<file path="src/rtl/axi_led_ctrl.sv">
// ----------------------------------------------------------------------------
// axi_led_ctrl
// AXI4 slave (64-bit data) holding a small LED register bank. One transaction
// is in flight at a time. Bursts of any type are walked as INCR in 8-byte
// steps. The LEDs either show LED_VAL steadily or blink it against a
// programmable divider.
//
// Ports
//   axi_clk, axi_rst_n   clock, async-assert active-low reset
//   s_axi_aw*/awready    write address channel (size/burst ignored)
//   s_axi_w*/wready      write data channel (wlast ignored, len counts beats)
//   s_axi_b*/bready      write response channel
//   s_axi_ar*/arready    read address channel (size/burst ignored)
//   s_axi_r*/rready      read data channel
//   leds                 registered LED drive
//
// Register map (offset = addr[11:0])
//   0x000 LED_VAL[7:0] RW   0x008 MODE[0] RW (1 = blink)
//   0x010 BLINK_DIV[31:0] RW   0x018 VERSION RO
// ----------------------------------------------------------------------------
module axi_led_ctrl #(
   parameter int         ADDR_W  = 40,
   parameter int         ID_W    = 8,
   parameter logic [7:0] LED_RST = 8'hA5
) (
   input  logic              axi_clk,
   input  logic              axi_rst_n,
   input  logic [ADDR_W-1:0] s_axi_awaddr,
   input  logic [ID_W-1:0]   s_axi_awid,
   input  logic [7:0]        s_axi_awlen,
   input  logic [2:0]        s_axi_awsize,
   input  logic [1:0]        s_axi_awburst,
   input  logic              s_axi_awvalid,
   output logic              s_axi_awready,
   input  logic [63:0]       s_axi_wdata,
   input  logic [7:0]        s_axi_wstrb,
   input  logic              s_axi_wlast,
   input  logic              s_axi_wvalid,
   output logic              s_axi_wready,
   output logic [ID_W-1:0]   s_axi_bid,
   output logic [1:0]        s_axi_bresp,
   output logic              s_axi_bvalid,
   input  logic              s_axi_bready,
   input  logic [ADDR_W-1:0] s_axi_araddr,
   input  logic [ID_W-1:0]   s_axi_arid,
   input  logic [7:0]        s_axi_arlen,
   input  logic [2:0]        s_axi_arsize,
   input  logic [1:0]        s_axi_arburst,
   input  logic              s_axi_arvalid,
   output logic              s_axi_arready,
   output logic [63:0]       s_axi_rdata,
   output logic [ID_W-1:0]   s_axi_rid,
   output logic [1:0]        s_axi_rresp,
   output logic              s_axi_rlast,
   output logic              s_axi_rvalid,
   input  logic              s_axi_rready,
   output logic [7:0]        leds
);

   typedef enum logic [1:0] {IDLE, WDATA, WRESP, RDATA} state_t;

   localparam logic [63:0]       VERSION   = 64'h0000_0000_0001_005A;
   localparam logic [ADDR_W-1:0] ADDR_STEP = ADDR_W'(8);
   localparam logic [1:0]        RESP_OKAY = 2'b00;
   localparam logic [1:0]        RESP_SLV  = 2'b10;

   state_t            state_reg;
   logic              idle_reg;      // IDLE and out of reset: address readies may rise
   logic              grant_rd_reg;  // winner of the next AW/AR conflict
   logic [ADDR_W-1:0] addr_reg;      // write: current beat addr; read: next beat addr
   logic [ID_W-1:0]   id_reg;
   logic [7:0]        len_reg;
   logic [7:0]        beat_reg;
   logic              err_reg;
   logic [1:0]        bresp_reg;
   logic [63:0]       rdata_reg;
   logic [1:0]        rresp_reg;
   logic              rlast_reg;
   logic [7:0]        led_val_reg;
   logic              mode_reg;
   logic [31:0]       div_reg;
   logic [31:0]       cnt_reg;
   logic              phase_reg;
   logic [7:0]        leds_reg;

   // Address channel arbitration: with both valid, only the granted ready rises.
   logic ar_pick, aw_pick, aw_hs, ar_hs, w_hs, w_map;
   logic [11:0] w_off;
   assign ar_pick       = s_axi_arvalid && (!s_axi_awvalid || grant_rd_reg);
   assign aw_pick       = s_axi_awvalid && (!s_axi_arvalid || !grant_rd_reg);
   assign s_axi_awready = idle_reg && !ar_pick;
   assign s_axi_arready = idle_reg && !aw_pick;
   assign aw_hs         = s_axi_awvalid && s_axi_awready;
   assign ar_hs         = s_axi_arvalid && s_axi_arready;
   assign s_axi_wready  = (state_reg == WDATA);
   assign w_hs          = s_axi_wvalid && s_axi_wready;
   assign w_off         = addr_reg[11:0];
   assign w_map         = (w_off == 12'h000) || (w_off == 12'h008) ||
                          (w_off == 12'h010) || (w_off == 12'h018);

   assign s_axi_bvalid = (state_reg == WRESP);
   assign s_axi_bid    = id_reg;
   assign s_axi_bresp  = bresp_reg;
   assign s_axi_rvalid = (state_reg == RDATA);
   assign s_axi_rid    = id_reg;
   assign s_axi_rdata  = rdata_reg;
   assign s_axi_rresp  = rresp_reg;
   assign s_axi_rlast  = rlast_reg;
   assign leds         = leds_reg;

   logic unused_sigs;
   assign unused_sigs = ^{s_axi_awsize, s_axi_awburst, s_axi_wlast, s_axi_arsize,
                          s_axi_arburst, s_axi_wdata[63:32], s_axi_wstrb[7:4]};

   // Byte-lane merge for the RW registers.
   logic [7:0]  led_wr_data;
   logic [31:0] div_wr_data;
   assign led_wr_data = s_axi_wstrb[0] ? s_axi_wdata[7:0] : led_val_reg;
   for (genvar gi = 0; gi < 4; gi++) begin : g_div_lane
      assign div_wr_data[gi*8 +: 8] = s_axi_wstrb[gi] ? s_axi_wdata[gi*8 +: 8]
                                                      : div_reg[gi*8 +: 8];
   end

   // Read mux: first beat comes straight from araddr, later beats from addr_reg.
   logic [11:0] rd_off;
   logic [63:0] rd_word;
   logic        rd_err;
   always_comb begin
      rd_off  = (state_reg == RDATA) ? addr_reg[11:0] : s_axi_araddr[11:0];
      rd_word = '0;
      rd_err  = 1'b0;
      case (rd_off)
         12'h000: rd_word = {56'd0, led_val_reg};
         12'h008: rd_word = {63'd0, mode_reg};
         12'h010: rd_word = {32'd0, div_reg};
         12'h018: rd_word = VERSION;
         default: rd_err  = 1'b1;
      endcase
   end

   always_ff @(posedge axi_clk or negedge axi_rst_n) begin
      if (!axi_rst_n) begin
         state_reg    <= IDLE;
         idle_reg     <= 1'b0;
         grant_rd_reg <= 1'b1;
         addr_reg     <= '0;
         id_reg       <= '0;
         len_reg      <= '0;
         beat_reg     <= '0;
         err_reg      <= 1'b0;
         bresp_reg    <= RESP_OKAY;
         rdata_reg    <= '0;
         rresp_reg    <= RESP_OKAY;
         rlast_reg    <= 1'b0;
      end else begin
         case (state_reg)
            IDLE: begin
               idle_reg <= 1'b1;
               if (aw_hs) begin
                  idle_reg  <= 1'b0;
                  state_reg <= WDATA;
                  addr_reg  <= s_axi_awaddr;
                  id_reg    <= s_axi_awid;
                  len_reg   <= s_axi_awlen;
                  beat_reg  <= '0;
                  err_reg   <= 1'b0;
                  if (s_axi_arvalid) grant_rd_reg <= 1'b1;
               end else if (ar_hs) begin
                  idle_reg  <= 1'b0;
                  state_reg <= RDATA;
                  addr_reg  <= s_axi_araddr + ADDR_STEP;
                  id_reg    <= s_axi_arid;
                  len_reg   <= s_axi_arlen;
                  beat_reg  <= '0;
                  rdata_reg <= rd_word;
                  rresp_reg <= rd_err ? RESP_SLV : RESP_OKAY;
                  rlast_reg <= (s_axi_arlen == 8'd0);
                  if (s_axi_awvalid) grant_rd_reg <= 1'b0;
               end
            end
            WDATA: begin
               if (w_hs) begin
                  addr_reg <= addr_reg + ADDR_STEP;
                  beat_reg <= beat_reg + 8'd1;
                  err_reg  <= err_reg || !w_map;
                  if (beat_reg == len_reg) begin
                     state_reg <= WRESP;
                     bresp_reg <= (err_reg || !w_map) ? RESP_SLV : RESP_OKAY;
                  end
               end
            end
            WRESP: begin
               if (s_axi_bready) begin
                  state_reg <= IDLE;
                  idle_reg  <= 1'b1;
               end
            end
            RDATA: begin
               if (s_axi_rready) begin
                  if (rlast_reg) begin
                     state_reg <= IDLE;
                     idle_reg  <= 1'b1;
                  end else begin
                     addr_reg  <= addr_reg + ADDR_STEP;
                     beat_reg  <= beat_reg + 8'd1;
                     rdata_reg <= rd_word;
                     rresp_reg <= rd_err ? RESP_SLV : RESP_OKAY;
                     rlast_reg <= ((beat_reg + 8'd1) == len_reg);
                  end
               end
            end
            default: state_reg <= IDLE;
         endcase
      end
   end

   // Register bank: only a handshaken W beat may modify it.
   always_ff @(posedge axi_clk or negedge axi_rst_n) begin
      if (!axi_rst_n) begin
         led_val_reg <= LED_RST;
         mode_reg    <= 1'b0;
         div_reg     <= '0;
      end else if (w_hs) begin
         case (w_off)
            12'h000: led_val_reg <= led_wr_data;
            12'h008: if (s_axi_wstrb[0]) mode_reg <= s_axi_wdata[0];
            12'h010: div_reg <= div_wr_data;
            default: ;
         endcase
      end
   end

   // Blink engine: static mode parks cnt=0/phase=1, so enabling blink always
   // starts from a known point.
   always_ff @(posedge axi_clk or negedge axi_rst_n) begin
      if (!axi_rst_n) begin
         cnt_reg   <= '0;
         phase_reg <= 1'b1;
         leds_reg  <= LED_RST;
      end else begin
         if (!mode_reg) begin
            cnt_reg   <= '0;
            phase_reg <= 1'b1;
         end else if (cnt_reg >= div_reg) begin
            cnt_reg   <= '0;
            phase_reg <= !phase_reg;
         end else begin
            cnt_reg <= cnt_reg + 32'd1;
         end
         leds_reg <= phase_reg ? led_val_reg : 8'h00;
      end
   end

endmodule
</file>
<file path="config.mk">
export PLATFORM = sky130hd
export DESIGN_NAME = axi_led_ctrl
export DESIGN_NICKNAME = d
export VERILOG_FILES = /design/src/rtl/axi_led_ctrl.sv
export SDC_FILE = /design/constraint.sdc
export NUM_CORES = 1
export LEC_CHECK = 0
export CAP_MARGIN = 20
export CORE_ASPECT_RATIO = 0.8
export CORE_UTILIZATION = 45
export DETAILED_ROUTE_END_ITERATION = 7
export DONT_BUFFER_PORTS = 1
export HOLD_SLACK_MARGIN = 0.1
export PLACE_DENSITY_LB_ADDON = 0.05
export SYNTH_ARGS = -nofsm -noshare
export SYNTH_HDL_FRONTEND = slang
export SYNTH_SLANG_ARGS = --single-unit
</file>
<file path="constraint.sdc">
create_clock -name axi_clk -period 3.6 [get_ports axi_clk]
set_clock_uncertainty 0.15 [all_clocks]
set_input_delay 0.72 -clock axi_clk [delete_from_list [all_inputs] [get_ports axi_clk]]
set_output_delay 0.72 -clock axi_clk [all_outputs]
set_load 0.005 [all_outputs]
</file>
## After elaboration in Yosys (flattened, before gate mapping)

Cells that the tools add are included.

| word-level totals | value |
|---|---|
| output and inout bits | 98 |
| bits in registers | 220 |
| word-level logic and storage cells | 156 |
| input bits | 202 |

| cells by class | value |
|---|---|
| reduce and logical (&&, ||, !) cells | 46 |
| equality and inequality tests | 23 |
| $add $sub $neg | 4 |
| muxes and demuxes | 61 |
| magnitude comparators | 1 |

Operators by type and width:

| kind | number |
|---|---|
| 64-bit two-way mux | 4 |
| 40-bit two-way mux | 5 |
| 32-bit case mux with 4 select lines | 1 |
| 64-bit case mux with 2 select lines | 1 |
| 40-bit case mux with 3 select lines | 1 |
| 40-bit by 4-bit adder with 40-bit output (second input constant) | 2 |
| 8-bit two-way mux | 10 |
| 32-bit two-way mux | 2 |
| 12-bit by 5-bit == test with 1-bit output (second input constant) | 4 |
| 32-bit by 1-bit adder with 32-bit output (second input constant) | 1 |
| 32-bit >= comparator | 1 |
| 2-bit two-way mux | 13 |
| 12-bit by 4-bit == test with 1-bit output (second input constant) | 2 |
| 12-bit zero test | 2 |
| 8-bit case mux with 3 select lines | 1 |
| 3-bit AND reduction | 8 |
| 1-bit two-way mux | 17 |
| 8-bit == test | 2 |
| 12-bit two-way mux | 1 |
| 2-bit by 1-bit inequality test with 1-bit output (second input constant) | 6 |
| 4-bit AND reduction | 3 |
| 2-bit inequality test (second input constant) | 5 |
| 5-bit AND reduction | 2 |
| 8-bit by 1-bit adder with 8-bit output (second input constant) | 1 |
| other kinds (17) | 40 |

## Longest topological paths before layout

| depth | value |
|---|---|
| word-level depth | 9 |
| gate-level depth with buffers | 9 |

## Least setup slack after synthesis

No wires, ideal clock.

| timing | value |
|---|---|
| path type | reg2reg |
| start | reg addr_reg[11] |
| end | reg led_val_reg[1] |
| path slack | 1.127 ns |
| data required time | 3.325 ns |
| stages on the path, launching flop included | 6 |
| arrival time | 2.198 ns |
| buffers on the path | 1 |
| path through | dfrtp_1 or4_4 or3_1 buf_2 nor4_4 mux2_2 |

| on the way | value |
|---|---|
| longest elaborated chain between the ends | 2 |

RTL lines:

| what | RTL line | RTL |
|---|---|---|
| start, declared | 70 | `logic [ADDR_W-1:0] addr_reg;` |
| start signal, assigned | 162 | `addr_reg <= s_axi_awaddr;` |
| start signal, assigned | 171 | `addr_reg <= s_axi_araddr + ADDR_STEP;` |
| start signal, assigned | 183 | `addr_reg <= addr_reg + ADDR_STEP;` |
| 12-bit zero test | 224 | `case (w_off)` |
| 3-bit AND reduction (no source line) | - |  |
| end signal, assigned | 225 | `12'h000: led_val_reg <= led_wr_data;` |
| end, declared | 79 | `logic [7:0] led_val_reg;` |

Every way passes these cells.
A chain may end at the register's enable or synchronous reset.

## Final worst setup path

| timing | value |
|---|---|
| start | reg addr_reg[11] |
| end | reg div_reg[16] |

| on the way | value |
|---|---|
| longest elaborated chain between the ends | 2 |

RTL lines:

| what | RTL line | RTL |
|---|---|---|
| 12-bit by 5-bit == test with 1-bit output | 224 |  |
| 3-bit AND reduction (no source line) | - |  |
| end signal, assigned | 227 | `12'h010: div_reg <= div_wr_data;` |
| end, declared | 81 | `logic [31:0] div_reg;` |

Every way passes these cells.

==> flow_metrics.tcl <==
set metrics [dict create \
    status "finished, violations left" \
    violations "hold timing" \
    layout_commonest_cell "dfrtp_1" \
    rows 44 \
    multiInputGateArea_mm2 0.00394 \
    synth-main-ff-cell "dfrtp_1" \
    final_util_pct 49.5 \
    hold_ws_ps -165 \
    ctsResizeCount 0 \
    min_path_type "in2async" \
    route.detailed.drc 0 \
    fin_nets 1110 \
    synth_edf_count 0 \
    final_layout_size_suffix_gt1_share_pct 8.02 \
    fin_crit_sh_pct 85.6 \
    routed_via_density 5.50 \
    grt.total_usage_pct 22.3 \
    cts_setup_buffers 0 \
    fmax_mhz 324 \
    setup_slack_ps 518 \
    routedWlPerCell_um 18.2 \
    powerDensity_mw_per_mm2 572 \
    max_stage_delay_ps 620 \
    num_vias 6275 \
    numCtsBuffers 17 \
    cp-start-kind "flip-flop" \
    syn_to_final_growth_pct 6.91 \
    drtIter0Drc 462 \
    cts_tree "built" \
    ys_seq_area_share_pct 46.8 \
    cp_top_family "simple AND/OR/NAND/NOR gates" \
    async_reset_ff_share_pct 100 \
    hpwl_um 15100 \
    end_kind "flip-flop" \
    grt_overflow 0 \
    antenna_found_initial 1 \
    synthesis.area_mm2 0.00847 \
    drt_wl_total_um 20700 \
    relSlewSlack_pct 39.1 \
    ant_nets 0 \
    path_max_fanout 16 \
    finalMaxSlewViolations 0 \
    tns_ps 0 \
    synth.avg_cell_area_um2 9.54 \
    regArea_mm2 0.00397 \
    dieWidth_um 155 \
    critPathKind "reg2reg" \
    die_h_um 125 \
    ys_warn_count 0 \
    syn_inst 888 \
    period_minus_slack_ps 3080 \
    pre_cts_ws_ps 472 \
    cp_num_buf_inv 0 \
    core_area_mm2 0.0183 \
    start_util_pct 46.3 \
    clock-sinks 158 \
    worst_pin_slew_ps 905 \
    p_leak_nw 4.20 \
    finalHoldViolCount 148 \
    ir_drop_mv 0.335 \
    fillers 1730 \
    gp_congestion 0.872 \
    grt_start_max_net_pins 159 \
    io_buffers 0 \
    clk_pin_slew_ps 60 \
    path_cells "or4_4 -> or3_1 -> nor4b_4 -> and2_1 -> o21ai_0" \
    setup_viol 0 \
    required_ps 3740 \
    crit_slowest_cell "or4_4" \
    yosysUniqueCellTypes 59 \
    final_cells 1140 \
    max_cap_violations 0 \
    cts.path.max_buffers 2 \
    die-area_mm2 0.0194 \
    grt_pass1_wl_um 33500 \
    crit_arrival_ps 3220 \
    ioPinCount 300 \
    final_cell_mix "dfrtp_1, nor2_1, nand2_1" \
    root_buffer "clkbuf_16" \
    dp_cells 1106 \
    cts-htree-levels 4 \
    dr.pass1.iters 5 \
    first_global_vias 6223 \
    clkLatencyLatePin_ps 430 \
    rsz0062_at_grt "no" \
    ys_seq_elements 158 \
]
[final cells by class]
type	instances	area share, %
clock inverters	13	1.45
clock buffers	19	4.78
repair buffers	11	0.912
flip-flops and latches	158	43.8
inverters	49	2.03
well taps	253	3.50
multi-input cells	635	43.5
diodes	2	0.0553
[cell usage after synthesis, types with 3 or more instances]
master / n / share of area, %
mux2_2: 12 / 1.6
xor2_1: 27 / 2.8
nand2b_1: 3 / 0.22
mux2i_1: 21 / 2.5
nand3_1: 35 / 2.1
nand4_1: 18 / 1.3
buf_6: 4 / 0.53
dfstp_2: 10 / 3.1
a21boi_0: 3 / 0.27
and2_1: 13 / 0.96
and3_1: 15 / 1.1
or3_1: 5 / 0.37
a222oi_1: 3 / 0.35
a21oi_1: 62 / 3.7
o21ai_0: 54 / 3.2
clkbuf_1: 23 / 1.0
nor2b_1: 6 / 0.44
nor2_1: 97 / 4.3
inv_1: 49 / 2.2
a2111oi_0: 3 / 0.31
buf_4: 46 / 4.1
ha_1: 36 / 5.3
nand2_1: 83 / 3.7
nor4_1: 7 / 0.52
nor3_1: 7 / 0.41
o21ai_1: 3 / 0.18
a22o_1: 27 / 2.8
buf_2: 3 / 0.18
dfrtp_1: 148 / 44
xnor2_1: 26 / 2.7
[worst reg2reg max path, delay by kind of cell, from the launching register on]
kind	cells	cell delay (ps)
compound gates	1	150
flops	1	470
simple gates	4	2170
[worst paths after layout]
| kind | slack [ps] | startpoint | to | depth (start not counted) |
|---|---|---|---|---|
| max | 520 | addr_reg[11] | div_reg[16] | 5 |
| min | -160 | axi_rst_n | addr_reg[11] | 0 |
| max reg2reg | 520 | addr_reg[11] | div_reg[16] | 5 |
| min reg2reg | 340 | div_reg[8] | s_axi_rdata[8] | 1 |
| max in group asynchronous | 3150 | axi_rst_n | grant_rd_reg | 0 |
| min in group axi_clk | 260 | s_axi_wdata[3] | div_reg[3] | 2 |
[metal layers]
metal / up-vias / routed length, um / track usage (%)
met5: - / 0 / 0
met4: 0 / 246 / 6.06
met3: 18 / 1400 / 6.54
met2: 186 / 8780 / 31.6
met1: 3098 / 10300 / 33.0
li1: 2973 / - / -
[power breakdown]
group / switching, mW / leakage (nW) / internal [mW]
registers: 0.293 / 1.90 / 2.00
clock network: 0.781 / 0.259 / 0.966
logic: 0.694 / 2.04 / 0.448
total: 1.77 / 4.20 / 3.41
[cell families after synthesis]
family / synth area share, %
other: 0.0443
xor gates and xnor gates: 5.48
DFF: 46.8
AOI/OAI and AO/OA: 13.0
muxes: 4.08
adders and majority gates: 5.32
and+or+nand+nor: 17.1
buffers and inverters: 8.18
[through the flow]
stage               hold WS, ps  total power, mW  instance area [um^2]
floorplan                   274             3.22                  8590
global placement            285             3.42                  8490
detailed placement          283             3.46                  8490
CTS                        -175             5.22                  9050
global route               -190             5.48                  9050
finish                     -165             5.18                  9060
Power figures use the tool's default switching activity.
